--- config.mk ---
export PLATFORM = sky130hd
export DESIGN_NAME = avl_text_writer_master
export DESIGN_NICKNAME = d
export VERILOG_FILES = /design/src/rtl/avl_text_writer_master.sv
export SDC_FILE = /design/constraint.sdc
export NUM_CORES = 1
export LEC_CHECK = 0
export CAP_MARGIN = 20
export CORE_MARGIN = 5
export CORE_UTILIZATION = 45
export DETAILED_ROUTE_END_ITERATION = 10
export PLACE_DENSITY_LB_ADDON = 0.12
export SLEW_MARGIN = 20
export SYNTH_ARGS = -nofsm -noshare
export SYNTH_HDL_FRONTEND = slang
export SYNTH_SLANG_ARGS = --single-unit
--- constraint.sdc ---
create_clock -name CLK -period 3.55 [get_ports CLK]
set_clock_uncertainty 0.05 [all_clocks]
set_input_delay 1.065 -clock CLK [delete_from_list [all_inputs] [get_ports CLK]]
set_output_delay 1.065 -clock CLK [all_outputs]
set_load 0.02 [all_outputs]
--- src/rtl/avl_text_writer_master.sv ---
// Avalon-MM master that turns a character stream into byte writes to packed 4-chars-per-word text VRAM,
// with hardware clear-screen and colour-register updates. Optional macro TEXT_INV_EN adds the CHAR_INV input.
module avl_text_writer_master #(
    parameter int         COLS      = 80,
    parameter int         ROWS      = 30,
    parameter int         CTRL_ADDR = 600,
    parameter logic [7:0] CLR_CHAR  = 8'h20
) (
    input  logic        CLK,
    input  logic        RESET,
    input  logic        CHAR_VALID,
    input  logic [7:0]  CHAR_DATA,
`ifdef TEXT_INV_EN
    input  logic        CHAR_INV,
`endif
    output logic        CHAR_READY,
    input  logic        CLR_REQ,
    input  logic        COLOR_REQ,
    input  logic [23:0] COLOR_DATA,
    input  logic        AVL_WAITREQUEST,
    output logic        AVL_WRITE,
    output logic [9:0]  AVL_ADDR,
    output logic [3:0]  AVL_BYTE_EN,
    output logic [31:0] AVL_WRITEDATA,
    output logic [6:0]  CUR_COL,
    output logic [4:0]  CUR_ROW,
    output logic        BUSY
);

    localparam logic [6:0] COL_LAST   = 7'(COLS - 1);
    localparam logic [4:0] ROW_LAST   = 5'(ROWS - 1);
    localparam logic [9:0] CLR_LAST   = 10'(ROWS * COLS / 4 - 1);
    localparam logic [9:0] CTRL_WADDR = 10'(CTRL_ADDR);

    typedef enum logic [1:0] {
        IDLE    = 2'd0,
        WR_CHAR = 2'd1,
        WR_CLR  = 2'd2,
        WR_CTRL = 2'd3
    } state_t;

    state_t      state_r, state_nx_s;
    logic        clr_pend_r, clr_pend_nx_s;
    logic        colr_pend_r, colr_pend_nx_s;
    logic [23:0] color_r, color_nx_s;
    logic [6:0]  col_r, col_nx_s;
    logic [4:0]  row_r, row_nx_s;
    logic [9:0]  cnt_r, cnt_nx_s;
    logic [9:0]  addr_r, addr_nx_s;
    logic [3:0]  be_r, be_nx_s;
    logic [31:0] wdata_r, wdata_nx_s;
    logic        write_r, ready_r, busy_r;
    logic        done_s;
    logic [9:0]  row_w_s, char_addr_s;
    logic [3:0]  char_be_s;
    logic [7:0]  byte_s;
    logic        is_lf_s, is_cr_s;

    function automatic logic [4:0] next_row(input logic [4:0] row);
        return (row == ROW_LAST) ? 5'd0 : row + 5'd1;
    endfunction

`ifdef TEXT_INV_EN
    assign byte_s  = {CHAR_INV, CHAR_DATA[6:0]};
    assign is_lf_s = (CHAR_DATA[6:0] == 7'h0A);
    assign is_cr_s = (CHAR_DATA[6:0] == 7'h0D);
`else
    assign byte_s  = CHAR_DATA;
    assign is_lf_s = (CHAR_DATA == 8'h0A);
    assign is_cr_s = (CHAR_DATA == 8'h0D);
`endif

    // row*20 as shift-and-add keeps the VRAM address path multiplier-free
    assign row_w_s     = {5'd0, row_r};
    assign char_addr_s = (row_w_s << 3'd4) + (row_w_s << 3'd2) + {5'd0, col_r[6:2]};
    assign char_be_s   = 4'b0001 << col_r[1:0];
    assign done_s      = write_r & ~AVL_WAITREQUEST;

    // Next-state and next-output computation for the bus sequencer
    always_comb begin
        state_nx_s     = state_r;
        clr_pend_nx_s  = clr_pend_r | CLR_REQ;
        colr_pend_nx_s = colr_pend_r | COLOR_REQ;
        color_nx_s     = COLOR_REQ ? COLOR_DATA : color_r;
        col_nx_s       = col_r;
        row_nx_s       = row_r;
        cnt_nx_s       = cnt_r;
        addr_nx_s      = addr_r;
        be_nx_s        = be_r;
        wdata_nx_s     = wdata_r;
        case (state_r)
            IDLE: begin
                if (clr_pend_r) begin
                    state_nx_s    = WR_CLR;
                    clr_pend_nx_s = 1'b0;
                    cnt_nx_s      = 10'd0;
                    addr_nx_s     = 10'd0;
                    be_nx_s       = 4'b1111;
                    wdata_nx_s    = {4{CLR_CHAR}};
                end else if (colr_pend_r) begin
                    state_nx_s     = WR_CTRL;
                    colr_pend_nx_s = 1'b0;
                    addr_nx_s      = CTRL_WADDR;
                    be_nx_s        = 4'b1111;
                    wdata_nx_s     = {7'd0, color_nx_s, 1'b0};
                end else if (CHAR_VALID && ready_r) begin
                    if (is_lf_s) begin
                        col_nx_s = 7'd0;
                        row_nx_s = next_row(row_r);
                    end else if (is_cr_s) begin
                        col_nx_s = 7'd0;
                    end else begin
                        state_nx_s = WR_CHAR;
                        addr_nx_s  = char_addr_s;
                        be_nx_s    = char_be_s;
                        wdata_nx_s = {4{byte_s}};
                    end
                end else begin
                    state_nx_s = IDLE;
                end
            end
            WR_CHAR: begin
                if (done_s) begin
                    state_nx_s = IDLE;
                    if (col_r == COL_LAST) begin
                        col_nx_s = 7'd0;
                        row_nx_s = next_row(row_r);
                    end else begin
                        col_nx_s = col_r + 7'd1;
                    end
                end else begin
                    state_nx_s = WR_CHAR;
                end
            end
            WR_CLR: begin
                if (done_s && (cnt_r == CLR_LAST)) begin
                    state_nx_s = IDLE;
                    col_nx_s   = 7'd0;
                    row_nx_s   = 5'd0;
                end else if (done_s) begin
                    cnt_nx_s  = cnt_r + 10'd1;
                    addr_nx_s = cnt_r + 10'd1;
                end else begin
                    state_nx_s = WR_CLR;
                end
            end
            WR_CTRL: begin
                if (done_s) begin
                    state_nx_s = IDLE;
                end else begin
                    state_nx_s = WR_CTRL;
                end
            end
            default: begin
                state_nx_s = IDLE;
            end
        endcase
    end

    // State, cursor, pending flags and registered bus/handshake outputs
    always_ff @(posedge CLK) begin
        if (!RESET) begin
            state_r     <= IDLE;
            clr_pend_r  <= 1'b0;
            colr_pend_r <= 1'b0;
            color_r     <= 24'd0;
            col_r       <= 7'd0;
            row_r       <= 5'd0;
            cnt_r       <= 10'd0;
            addr_r      <= 10'd0;
            be_r        <= 4'd0;
            wdata_r     <= 32'd0;
            write_r     <= 1'b0;
            ready_r     <= 1'b0;
            busy_r      <= 1'b0;
        end else begin
            state_r     <= state_nx_s;
            clr_pend_r  <= clr_pend_nx_s;
            colr_pend_r <= colr_pend_nx_s;
            color_r     <= color_nx_s;
            col_r       <= col_nx_s;
            row_r       <= row_nx_s;
            cnt_r       <= cnt_nx_s;
            addr_r      <= addr_nx_s;
            be_r        <= be_nx_s;
            wdata_r     <= wdata_nx_s;
            write_r     <= (state_nx_s != IDLE);
            ready_r     <= (state_nx_s == IDLE) && !clr_pend_nx_s && !colr_pend_nx_s;
            busy_r      <= (state_nx_s != IDLE) || clr_pend_nx_s || colr_pend_nx_s;
        end
    end

    assign CHAR_READY    = ready_r;
    assign BUSY          = busy_r;
    assign AVL_WRITE     = write_r;
    assign AVL_ADDR      = addr_r;
    assign AVL_BYTE_EN   = be_r;
    assign AVL_WRITEDATA = wdata_r;
    assign CUR_COL       = col_r;
    assign CUR_ROW       = row_r;

endmodule

==> results of run 1 <==
-- per-layer routing --
metal / track usage [%] / vias up / wire length [um] / part of all wire, %
met2: 32.16 / 124 / 6053 / 46
met5: 0 / - / 0 / 0
met1: 27.63 / 2056 / 6071 / 47
met4: 5.542 / 0 / 144 / 1.1
met3: 4.668 / 10 / 765 / 5.9
li1: - / 2232 / - / -
-- metrics by stage --
step	cell area [um2]	total power, mW	setup slack, ns	cells	utilization (%)
2_1_floorplan	4867	1.615	0.9436	579	-
3_3_place_gp	5956	1.864	0.2873	790	55.67
3_5_place_dp	5956	1.874	0.2840	790	55.67
4_1_cts	6186	2.701	0.6798	806	57.82
5_1_grt	6186	2.821	0.6205	806	57.82
6_report	6186	2.678	0.6482	806	57.82
-- cell type report --
cell class                 instances  area [um2]
clock buffer                       9       123.9
clock inverter                     7       106.4
fill                             970        4512
inverter                          14       52.55
multi-input combinational        428        2670
sequential                        99        1982
tap                              140       175.2
timing repair buffer             109        1076
-- layout by cell type, fill, tap and decap left out, drive strengths merged, types with 4 or more instances in the layout --
master and instances:
mux2i 28, and2 4, nand3 21, nor2 59, or2 4, nand2 68, clkdlybuf4s50 98, inv 17
dfxtp 99, nand4 8, a31oi 7, o211ai 4, o221a 4, o21a 9, or3 4, o21bai 7
a211oi 5, a21oi 63, xnor2 6, o21ai 23, nand2b 6, ha 16, nor3 18, nor2b 4
nor4 4, buf 11, and3 7, clkbuf 9
-- kinds of logic (layout without fill, tap and decap cells) --
| kind of cell | count (synthesis) | count (layout) | share of synthesized area [%] |
|---|---|---|---|
| multiplexers | 29 | 29 | 5.990 |
| AO/OA/AOI/OAI | 148 | 148 | 19.61 |
| flip-flops | 99 | 99 | 40.72 |
| adder cells (fa/ha/maj) | 18 | 18 | 4.936 |
| buffers and inverters | 52 | 139 | 4.473 |
| XOR/XNOR | 9 | 9 | 1.620 |
| AND/OR/NAND/NOR | 224 | 224 | 22.65 |
-- report_power, final --
| part | switching, mW | internal [mW] | leakage (nW) |
|---|---|---|---|
| clock network | 0.422 | 0.409 | 0.110 |
| registers | 0.0584 | 1.19 | 0.810 |
| logic | 0.343 | 0.257 | 1.42 |
| total | 0.824 | 1.85 | 2.34 |
-- worst max path at each step --
stage	from	to	slack, ns	cells past startpoint
final	CHAR_DATA[3]	CUR_COL[3]	0.65	5
after global routing	CHAR_DATA[3]	CUR_ROW[1]	0.62	6
after floorplan	CHAR_DATA[7]	CUR_COL[3]	0.94	4
after detailed placement	CHAR_DATA[3]	CUR_COL[3]	0.28	5
after CTS	CHAR_DATA[3]	CUR_COL[3]	0.68	5
after global placement	CHAR_DATA[1]	CUR_COL[3]	0.29	5
-- state kept, by name (all words and copies together), names as in the netlist --
register       count
AVL_WRITE          1
CUR_COL            7
state_r            2
AVL_ADDR          10
cnt_r             10
clr_pend_r         1
AVL_WRITEDATA     32
colr_pend_r        1
AVL_BYTE_EN        4
color_r           24
CUR_ROW            5
CHAR_READY         1
BUSY               1
-- critical path, delay by kind of cell --
kind            cells  cell delay, ns
compound gates      3            1.08
buf+inv             1            0.52
simple gates        1            0.44
==> results by group, run 1 <==
Status
  – Run status: complete, no violations

Timing
  – Setup violators final: 0
  – Time the final worst path needs with I/O delays and setup: 2.902 ns
  – Count of endpoints failing hold in the final timing report: 0
  – Hold slack final: 0.4058 ns
  – Worst-Margin Slew: 0.7292 ns
  – Setup tns final: 0 ns
  – Relative slew margins: 51.32%
  – Fin. max-slew vios: 0
  – Top achievable clock speed: 0.3446 GHz
  – RSZ-0062 raised after global routing: no
  – Final clock period utilization by the worst path: 81.74%

Yosys
  – Synthesized flop and latch total: 99
  – Most frequently used cell type in the post-synthesis netlist: sky130_fd_sc_hd__dfxtp_1
  – Number of warning messages in the yosys log: 0
  – Post-Synthesis Mean Instance Area: 8.406 um2
  – Yosys top cell area share: 40.72%
  – Count of flip-flops with a built-in enable after synthesis: 0
  – Most frequent cells after synthesis: 99 x sky130_fd_sc_hd__dfxtp_1, 68 x sky130_fd_sc_hd__nand2_1, 63 x sky130_fd_sc_hd__a21oi_1
  – Post-synthesis sequential area ratio: 40.72%
  – Biggest area contributors in the synthesized netlist: sky130_fd_sc_hd__dfxtp_1 41%, sky130_fd_sc_hd__a21oi_1 6.5%, sky130_fd_sc_hd__mux2i_1 5.8%
  – Post-Synthesis Cell Area: 4867 um2
  – Number of nets in the synthesized netlist: 635
  – Post-Synthesis Cells: 579
  – Predominant post-synthesis flop cell: sky130_fd_sc_hd__dfxtp_1
  – Share of flip-flops with an asynchronous set or reset after synthesis: 0%
  – Synth area leader: sky130_fd_sc_hd__dfxtp_1
  – Synth cell types: 65

Clocking
  – Clock slew at the register clock pins of the worst setup and hold paths: 0.11 ns
  – Clock Tree Root: sky130_fd_sc_hd__clkbuf_8
  – Count of hold buffers inserted by post-cts repair: 0
  – Clock H-tree levels: 3
  – Number of instances resized during post-cts repair: 0
  – CTS tree: built
  – Maximum clock path buffer count: 2
  – TritonCTS buffer count: 9
  – Clock sink count: 99
  – Source-to-sink clock delay at the later pin of the worst-skew pair: 0.37 ns
  – Post-CTS Setup Bufs: 0

Flow run
  – Max-cap violation count: 0

Drt
  – Drt first pass iters: 5
  – DR vias: 4422
  – Total wire length: 13030 um
  – Number of remaining DRC errors: 0
  – Vias per std cell: 5.486
  – WL per Instance: 16.17 um
  – Post-route ant nets: 0
  – DRT iter0 DRCs: 299

Place
  – Port buffer count: 98
  – Routability-driven placement congestion ratio: 0.8507
  – Sum of net half-perimeters after detailed placement: 9406 um

Worst setup path
  – Slowest stage delay, CP: 0.52 ns
  – Req. time, crit path: 3.77 ns
  – Kind of critical path: input pin to flip-flop
  – Critical path, cell by cell: clkdlybuf4s50_1, or3b_4, a2111oi_4, o221ai_2, a311o_1
  – Endpoint type of the worst setup path: flip-flop
  – Arrival time of data at the critical path endpoint: 3.12 ns
  – Cells on worst reg2reg path: 9
  – Critical-path top delay cell: sky130_fd_sc_hd__clkdlybuf4s50_1
  – Reg-to-reg critical path startpoint: CUR_ROW[0]
  – Highest fanout seen on the critical path: 10
  – Critical path launch point type: input pin
  – Endpoint of the worst-slack reg-to-reg timing path: AVL_ADDR[7]
  – Flop-to-flop setup slack: 0.98 ns

Cells and area
  – Fraction of final layout cells with drive strength greater than 1: 7.057%
  – Antenna diode count: 0
  – Synth-to-layout area growth: 27.10%
  – Final net count: 717

GRT
  – Global-route wire length before repair: 21370 um
  – GR Util All Layers: 20.23%
  – Initial antenna violation count: 0
  – Largest net degree at the start of global routing: 65
  – Remaining Overflow, GRT: 0
  – Number of global-route vias before repair: 4281

Power
  – Peak supply drop: 260.1 uV
  – Areal power density over the cells: 432.9 nW/um2
  – Leakage Power: 2.342 nW

Min path
  – Class of the tightest hold or removal check: flip-flop to flip-flop
  – Hold worst-path end: AVL_WRITEDATA[14]
  – HP Start: AVL_WRITEDATA[14]
  – Number of cells on the worst hold path: 2

Floorplanning
  – Core Footprint: 10700 um2
  – DIE AREA: 13000 um2
  – Die Ht: 114 um
  – DIE WIDTH: 114 um
  – Initial cell density of the core: 45.50%
  – FP Rows: 38
  – Count of pins on the block boundary: 99
Power figures use the tool's default switching activity.
==> inputs of run 2 (changes only) <==
==> constraint.sdc (replaced) <==
create_clock -name CLK -period 2.8 [get_ports CLK]
set_clock_uncertainty 0.05 [all_clocks]
set_input_delay 0.84 -clock CLK [delete_from_list [all_inputs] [get_ports CLK]]
set_output_delay 0.84 -clock CLK [all_outputs]
set_load 0.02 [all_outputs]
==> run 2 against run 1 <==
  * Clock power up 14%
  * Global-route usage grew 0.48 points
  * First-iteration DRC count rose by 12%
  * Critical endpoint unchanged
==> results by group, run 2 (synthesized netlist as in run 1, its figures left out) <==
Clocking
  – Number of instances resized during post-cts repair: 0 (unchanged)
  – CTS tree: built (unchanged)
  – Clock slew at the register clock pins of the worst setup and hold paths: 0.09 ns (was 0.11 ns)
  – Count of hold buffers inserted by post-cts repair: 0 (unchanged)
  – Clock H-tree levels: 3 (unchanged)
  – Maximum clock path buffer count: 2 (unchanged)
  – Post-CTS Setup Bufs: 0 (unchanged)
  – Source-to-sink clock delay at the later pin of the worst-skew pair: 0.37 ns (about the same)
  – Clock sink count: 99 (unchanged)
  – Clock Tree Root: sky130_fd_sc_hd__clkbuf_8 (unchanged)
  – TritonCTS buffer count: 9 (unchanged)

Power
  – Sw power: 1.027 mW (was 823.9 uW)
  – Leakage Power: 2.479 nW (was 2.342 nW)
  – Areal power density over the cells: 524.3 nW/um2 (was 432.9 nW/um2)
  – Internal power component: 2.330 mW (was 1.854 mW)
  – Share of power burned in combinational logic: 24.7% (was 22.4%)
  – Post-layout total power: 3.357 mW (was 2.678 mW)
  – Peak supply drop: 245.0 uV (was 260.1 uV)
  – Switching portion of total power: 30.60% (was 30.76%)
  – Portion of total power attributed to the clock network: 28.3% (was 31.0%)
  – Sequential share of power: 46.9% (was 46.6%)

Place
  – Sum of net half-perimeters after detailed placement: 9848 um (was 9406 um)
  – Port buffer count: 98 (unchanged)
  – Routability-driven placement congestion ratio: 0.9098 (was 0.8507)

Floorplanning
  – DIE WIDTH: 114 um (unchanged)
  – DIE AREA: 13000 um2 (unchanged)
  – FP Rows: 38 (unchanged)
  – Count of pins on the block boundary: 99 (unchanged)
  – Core Footprint: 10700 um2 (unchanged)
  – Die Ht: 114 um (unchanged)
  – Initial cell density of the core: 45.50% (unchanged)

Worst setup path
  – Reg-to-reg critical path startpoint: CUR_ROW[0] (unchanged)
  – Kind of critical path: input pin to flip-flop (unchanged)
  – Endpoint type of the worst setup path: flip-flop (unchanged)
  – Flop-to-flop setup slack: 0.24 ns (was 0.98 ns)
  – Arrival time of data at the critical path endpoint: 2.83 ns (was 3.12 ns)
  – Critical path launch point type: input pin (unchanged)
  – Highest fanout seen on the critical path: 8 (was 10)
  – Cells on worst reg2reg path: 9 (unchanged)
  – Endpoint of the worst-slack reg-to-reg timing path: AVL_ADDR[7] (unchanged)
  – Req. time, crit path: 3.01 ns (was 3.77 ns)

Min path
  – Hold worst-path end: AVL_WRITEDATA[23] (was AVL_WRITEDATA[14])
  – Number of cells on the worst hold path: 2 (unchanged)
  – HP Start: AVL_WRITEDATA[23] (was AVL_WRITEDATA[14])
  – Class of the tightest hold or removal check: flip-flop to flip-flop (unchanged)

Timing
  – Fin. max-slew vios: 0 (unchanged)
  – Worst-Margin Slew: 0.6474 ns (was 0.7292 ns)
  – Time the final worst path needs with I/O delays and setup: 2.618 ns
  – Setup violators final: 0 (unchanged)
  – Relative slew margins: 56.84% (was 51.32%)
  – Final clock period utilization by the worst path: 93.49%
  – RSZ-0062 raised after global routing: no (unchanged)
  – Count of endpoints failing hold in the final timing report: 0 (unchanged)
  – Setup tns final: 0 ns (unchanged)
  – Top achievable clock speed: 0.3820 GHz

Cells and area
  – Fraction of final layout cells with drive strength greater than 1: 10.26% (was 7.057%)
  – Filler cell count in the final layout: 969 (was 970)
  – Final net count: 743 (was 717)
  – Flip-flop count of the largest register after layout: 32 (unchanged)
  – Antenna diode count: 0 (unchanged)
  – Most common library cell in the layout ignoring fill and taps: sky130_fd_sc_hd__dfxtp_1 (unchanged)
  – Synth-to-layout area growth: 31.54% (was 27.10%)
  – Most frequent cells in the layout: 99 x sky130_fd_sc_hd__dfxtp_1, 98 x sky130_fd_sc_hd__clkdlybuf4s50_1, 68 x sky130_fd_sc_hd__nand2_1, 63 x sky130_fd_sc_hd__a21oi_1, 58 x sky130_fd_sc_hd__nor2_1 (unchanged)

Flow run
  – Max-cap violation count: 0 (unchanged)

Drt
  – WL per Instance: 16.16 um (was 16.17 um)
  – DR vias: 4599 (was 4422)
  – Number of remaining DRC errors: 0 (unchanged)
  – Vias per std cell: 5.528 (was 5.486)
  – Total wire length: 13450 um (was 13030 um)
  – Drt first pass iters: 4 (was 5)
  – DRT iter0 DRCs: 335 (was 299)
  – Post-route ant nets: 0 (unchanged)

GRT
  – Global-route wire length before repair: 21890 um (was 21370 um)
  – Remaining Overflow, GRT: 0 (unchanged)
  – Initial antenna violation count: 0 (unchanged)
  – GR Util All Layers: 20.70% (was 20.23%)
  – Number of global-route vias before repair: 4425 (was 4281)
  – Largest net degree at the start of global routing: 42 (was 65)

Status
  – Run status: complete, no violations (unchanged)
run 2: worst max-delay path, stage by stage:
cell	delay, ns
sky130_fd_sc_hd__clkdlybuf4s50_1	0.47
sky130_fd_sc_hd__or3b_4	0.43
sky130_fd_sc_hd__a2111oi_4	0.42
sky130_fd_sc_hd__o221ai_2	0.26
sky130_fd_sc_hd__a311o_1	0.41
run 2: metal layers:
metal  vias to the layer above  GRT usage, %  share of wire (%)
met3                        24         2.865                6.0
met5                         -             0                  0
li1                       2273             -                  -
met1                      2177         28.40                 45
met4                         0         8.076                2.1
met2                       125         33.02                 47
run 2: power by group through the flow:
stage | combinational (mW) | clock, mW | sequential [mW]
after detailed placement | 0.826 | 0 | 1.61
after floorplan | 0.376 | 0 | 1.67
after global routing | 0.900 | 1.02 | 1.59
after CTS | 0.830 | 0.976 | 1.58
after global placement | 0.818 | 0 | 1.61
final | 0.830 | 0.951 | 1.58
run 2: layout make-up:
cell class	instances	area (um2)	area share, %
clock buffer	12	145.1	2.267
clock inverter	4	56.30	0.8794
multi-input combinational	428	2670	41.70
timing repair buffer	135	1321	20.64
sequential	99	1982	30.96
inverter	14	52.55	0.8208
tap	140	175.2	2.736
run 2: stage by stage:
step	setup slack [ns]	area, um2	util, %	hold slack (ns)	cells
floorplan	0.4186	4867	-	0.3982	579
global placement	-0.1444	6201	57.96	0.3918	816
detailed placement	-0.1967	6201	57.96	0.3946	816
CTS	0.1916	6402	59.85	0.4110	832
global route	0.02135	6402	59.85	0.4348	832
finish	0.1824	6402	59.85	0.4061	832
run 2: worst max-delay path by stage:
stage | startpoint | end | slack, ns | cells after the start
2_1_floorplan | CHAR_DATA[7] | CUR_COL[3] | 0.42 | 4
3_3_place_gp | CHAR_DATA[3] | CUR_COL[3] | -0.14 | 5
3_5_place_dp | CHAR_DATA[3] | CUR_COL[3] | -0.20 | 5
4_1_cts | CHAR_DATA[3] | CUR_COL[3] | 0.19 | 5
5_1_grt | CUR_ROW[0] | AVL_ADDR[7] | 0.02 | 9
6_report | CHAR_DATA[3] | CUR_COL[3] | 0.18 | 5
==> variant 1 (settings of run 2) <==
Build with the macro `TEXT_INV_EN` defined.
--- a/src/rtl/avl_text_writer_master.sv
+++ b/src/rtl/avl_text_writer_master.sv
@@ -1,5 +1,7 @@
 // Avalon-MM master that turns a character stream into byte writes to packed 4-chars-per-word text VRAM,
 // with hardware clear-screen and colour-register updates. Optional macro TEXT_INV_EN adds the CHAR_INV input.
+`define TEXT_INV_EN
+
 module avl_text_writer_master #(
     parameter int         COLS      = 80,
     parameter int         ROWS      = 30,
Interface: changed (added CHAR_INV); port bits go from 99 to 100. No check against the original RTL was run, so the function may have changed too.
==> variant 1 against run 2 <==
- combinational power rose by 19%
- worst setup slack got worse by 0.025 ns
- worst hold slack got worse by 0.0012 ns
- highest routed layer unchanged
- critical endpoint is now CUR_ROW[3]
- utilization fell by 1.6 points
- sequential cell count did not move
- area after synthesis barely moved
- via count fell by 5.0%
- global-route usage fell by 0.83 points
- power rose by 5.4%
- cell area fell by 2.2%
- synthesized cell count fell by 0.69%
- register-to-register slack got worse by 0.06 ns
- routed wire length fell by 4.4%
==> variant 1: results (changes against run 2) <==
Routability Congestion=0.869 (was 0.910); Worst Setup EP=CUR_ROW[3] (was CUR_COL[3]); crit path DAT=2.88 ns (was 2.83 ns); Hold Startpoint=AVL_WRITEDATA[26] (was AVL_WRITEDATA[23]); Worst IR Drop VDD=0.273 mV (was 0.245 mV); FF-to-FF setup slack=0.18 ns (was 0.24 ns); Slew @ Worst Pin=0.774 ns (was 0.647 ns); grt met3 use=0.0435 (was 0.0286); Compound-Gate Fraction of Synth Area=0.191 (was 0.196); share of layout cells above drive strength 1=0.0913 (was 0.103); Setup crit start=CHAR_DATA[6] (was CHAR_DATA[3]); Worst Hold End=AVL_WRITEDATA[26] (was AVL_WRITEDATA[23]); synth unique cells=70 (was 65); Cell Pwr Density=565 nW/um2 (was 524 nW/um2); nets=731 (was 743); WL met2=5.94 mm (was 6.31 mm); first-pass GRT wire length=21.0 mm (was 21.9 mm); GRT Overall Usage=0.199 (was 0.207); initial drt markers=291 (was 335); vias=4368 (was 4599); fin crit share=0.944 (was 0.935); TritonRoute pass-1 iters=6 (was 4); mux cell area share after synthesis=0.0596 (was 0.0599); DP Wirelength=9.47 mm (was 9.85 mm); DRT met1 WL=5.97 mm (was 6.06 mm); crit-path max FO=7 (was 8); largest net degree at the start of global routing=48 (was 42); area post-placement=6060 um2 (was 6200 um2); vias in the first global route=4231 (was 4425); comb pwr=0.000990 W (was 0.000830 W); status=completed (unchanged); Synth area leaders=dfxtp_1 (41%), a21oi_1 (6.4%), mux2i_1 (6.0%), nor2_1 (5.2%), nand2_1 (4.8%) (was dfxtp_1 (41%), a21oi_1 (6.5%), mux2i_1 (5.8%), nand2_1 (5.2%), nor2_1 (4.6%)); XOR/XNOR Fraction of Synth Area=0.0180 (was 0.0162); Non-Filler Instances=819 (was 832); met1 Resource Use GR=0.268 (was 0.284); Syn Area/Cell=8.47 um2 (was 8.41 um2); post-synthesis adder-cell area fraction=0.0493 (was 0.0494)
-- variant 1: cell types whose count changed after synthesis, moves of 5 or more --
| cell | change |
|---|---|
| nor2_1 | +9 |
| nand2_1 | -6 |
| nand2b_1 | +6 |
| buf_2 | -5 |
| nor3_1 | +5 |
| o21a_1 | -5 |
-- variant 1: logic make-up (layout without fill, tap and decap cells) --
kind of cell             after synthesis  after routing
XOR/XNOR                              10             10
adder cells (fa/ha/maj)               18             18
flip-flops                            99             99
AND/OR/NAND/NOR                      228            228
AO/OA/AOI/OAI                        138            138
multiplexers                          29             29
buffers and inverters                 53            157
-- variant 1: area by class of cell --
class	instances	area, um2
multi-input combinational	423	2640
tap	140	175
fill	1029	4490
inverter	16	60.1
clock buffer	10	128
sequential	99	1980
timing repair buffer	125	1200
clock inverter	6	71.3
-- variant 1: worst max-delay path, cell delays in order --
cell and delay [ns]:
clkdlybuf4s50_1 0.45, or4b_4 0.59, nor4_1 0.28, o32a_1 0.21, buf_4 0.16, nand3_1 0.11, o22ai_1 0.24
==> variant 2 (settings of run 2) <==
Made on the original files. One comparison of `cnt_r` changes from == to >=.
--- a/src/rtl/avl_text_writer_master.sv
+++ b/src/rtl/avl_text_writer_master.sv
@@ -133,7 +133,7 @@
                 end
             end
             WR_CLR: begin
-                if (done_s && (cnt_r == CLR_LAST)) begin
+                if (done_s && (cnt_r >= CLR_LAST)) begin
                     state_nx_s = IDLE;
                     col_nx_s   = 7'd0;
                     row_nx_s   = 5'd0;
Function: same outputs for any inputs over 4 cycles, from zero or initial values and one cycle with RESET low; that may be too few to reach the edited logic, so the function may still have changed.
==> variant 2 against run 2 <==
- routed wire length down 0.71%
- power up 11%
- area after synthesis down 0.98%
- worst setup slack better by 0.012 ns
- cell area down 2.0%
- sequential cell count unchanged
- clock power up 6%
- global-route usage about the same
==> variant 2: results (changes against run 2) <==
Synth area leaders=dfxtp_1 (41%), mux2i_1 (7.3%), a21oi_1 (7.0%), nand2_1 (5.1%), nor2_1 (4.2%) (was dfxtp_1 (41%), a21oi_1 (6.5%), mux2i_1 (5.8%), nand2_1 (5.2%), nor2_1 (4.6%)); synth unique cells=65 (unchanged); Clock Tree Buf Depth=2 (unchanged); FILL cells=943 (was 969); share of layout cells above drive strength 1=0.0964 (was 0.103); Post-synth ARST share=0 (unchanged); Crit. End Element=flip-flop (unchanged); leak pwr=2.44 nW (was 2.48 nW); post-cts resize count=0 (unchanged); setup slack at placement=-0.204 ns (was -0.197 ns); Setup crit start=CHAR_DATA[0] (was CHAR_DATA[3]); Mapped Cells=557 (was 579); Num CTS Buffers=9 (unchanged); routed vias/inst=5.55 (was 5.53); sequential area share after synthesis=0.411 (was 0.407); Synth top cells by count=dfxtp_1 (99), a21oi_1 (67), nand2_1 (65), nor2_1 (54), mux2i_1 (35) (was dfxtp_1 (99), nand2_1 (68), a21oi_1 (63), nor2_1 (59), mux2i_1 (28)); status=completed (unchanged); diode count=0 (unchanged); Hold Startpoint=AVL_WRITEDATA[11] (was AVL_WRITEDATA[23]); number of H-tree levels=3 (unchanged); max reg flops=32 (unchanged); Hold/Removal Path Class=flip-flop to flip-flop (unchanged); Root Buffer=clkbuf_8 (unchanged); vias=4437 (was 4599); area post-placement=6060 um2 (was 6200 um2); TritonRoute pass-1 iters=5 (was 4); worst-skew pair later-pin latency=0.37 ns (about the same); first-pass GRT wire length=21.8 mm (was 21.9 mm); reg2reg start=CUR_ROW[2] (was CUR_ROW[0]); IO Port Bufs=98 (unchanged); Routed WL=13.4 mm (about the same); Finished Core Util=0.605 (was 0.598); DP Wirelength=9.73 mm (was 9.85 mm); crit-path max FO=9 (was 8); Syn Nets=613 (was 635); yosys warns=0 (unchanged); placed cells=784 (was 816); nets=715 (was 743); Post-CTS Setup Bufs=0 (unchanged); Slew @ Worst Pin=0.589 ns (was 0.647 ns); final-report hold violation count=0 (unchanged); clk slew on worst S/H paths=0.10 ns; vias in the first global route=4269 (was 4425); initial antenna violation count=0 (unchanged); Routability Congestion=0.869 (was 0.910); crit start category=input pin (unchanged); Worst IR Drop VDD=0.268 mV (was 0.245 mV); largest net degree at the start of global routing=48 (was 42); initial drt markers=245 (was 335); GRT Overall Usage=0.207 (about the same); crit path DAT=2.87 ns (was 2.83 ns)
## variant 2: changes by cell type after synthesis, moves of 5 or more
cell and change:
and3_1 -5, inv_1 -9, nor2_1 -5, mux2i_1 +7
o21a_1 -5, o21ai_0 -7, nand4_1 -7, clkbuf_1 -7
## variant 2: final timing paths
check                                         end  slack (ns)  depth (start not counted)
worst max-delay path                   CUR_COL[6]        0.19                          8
worst min-delay path            AVL_WRITEDATA[11]        0.41                          2
worst max register to register        AVL_ADDR[9]        0.33                          7
worst min register to register  AVL_WRITEDATA[11]        0.41                          2
## variant 2: cell type report
| cell class | count | area share |
|---|---|---|
| clock buffer | 10 | 0.0219 |
| timing repair buffer | 129 | 0.201 |
| clock inverter | 6 | 0.0126 |
| sequential | 99 | 0.316 |
| multi-input combinational | 414 | 0.418 |
| tap | 136 | 0.0271 |
| inverter | 6 | 0.00359 |
## variant 2: cell families (layout without fill, tap and decap cells)
logic type / Yosys count / count (layout) / synth area share
simple gates: 215 / 215 / 0.214
fa+ha+maj: 18 / 18 / 0.0498
flops: 99 / 99 / 0.411
mux: 36 / 36 / 0.0750
compound gates: 138 / 138 / 0.192
buf+inv: 44 / 151 / 0.0452
xor+xnor: 7 / 7 / 0.0127
## variant 2: metal layers
layer,share of wire,GRT usage,wire length [um]
met1,0.47,0.290,6230
met5,0,0,0
met3,0.062,0.0456,831
met4,0.014,0.0577,182
met2,0.46,0.320,6110
## variant 2: report_power, final
part,internal (W),switching [W],total (W)
Sequential,0.00154,0.0000902,0.00163
Clock,0.000458,0.000548,0.00101
Combinational,0.000486,0.000604,0.00109
## variant 2: critical path: stages
cell and delay (ns):
clkdlybuf4s50_1 0.45, or3b_1 0.44, buf_4 0.16, a211oi_1 0.20
buf_4 0.17, o221ai_2 0.20, a211o_1 0.30, a21oi_1 0.11
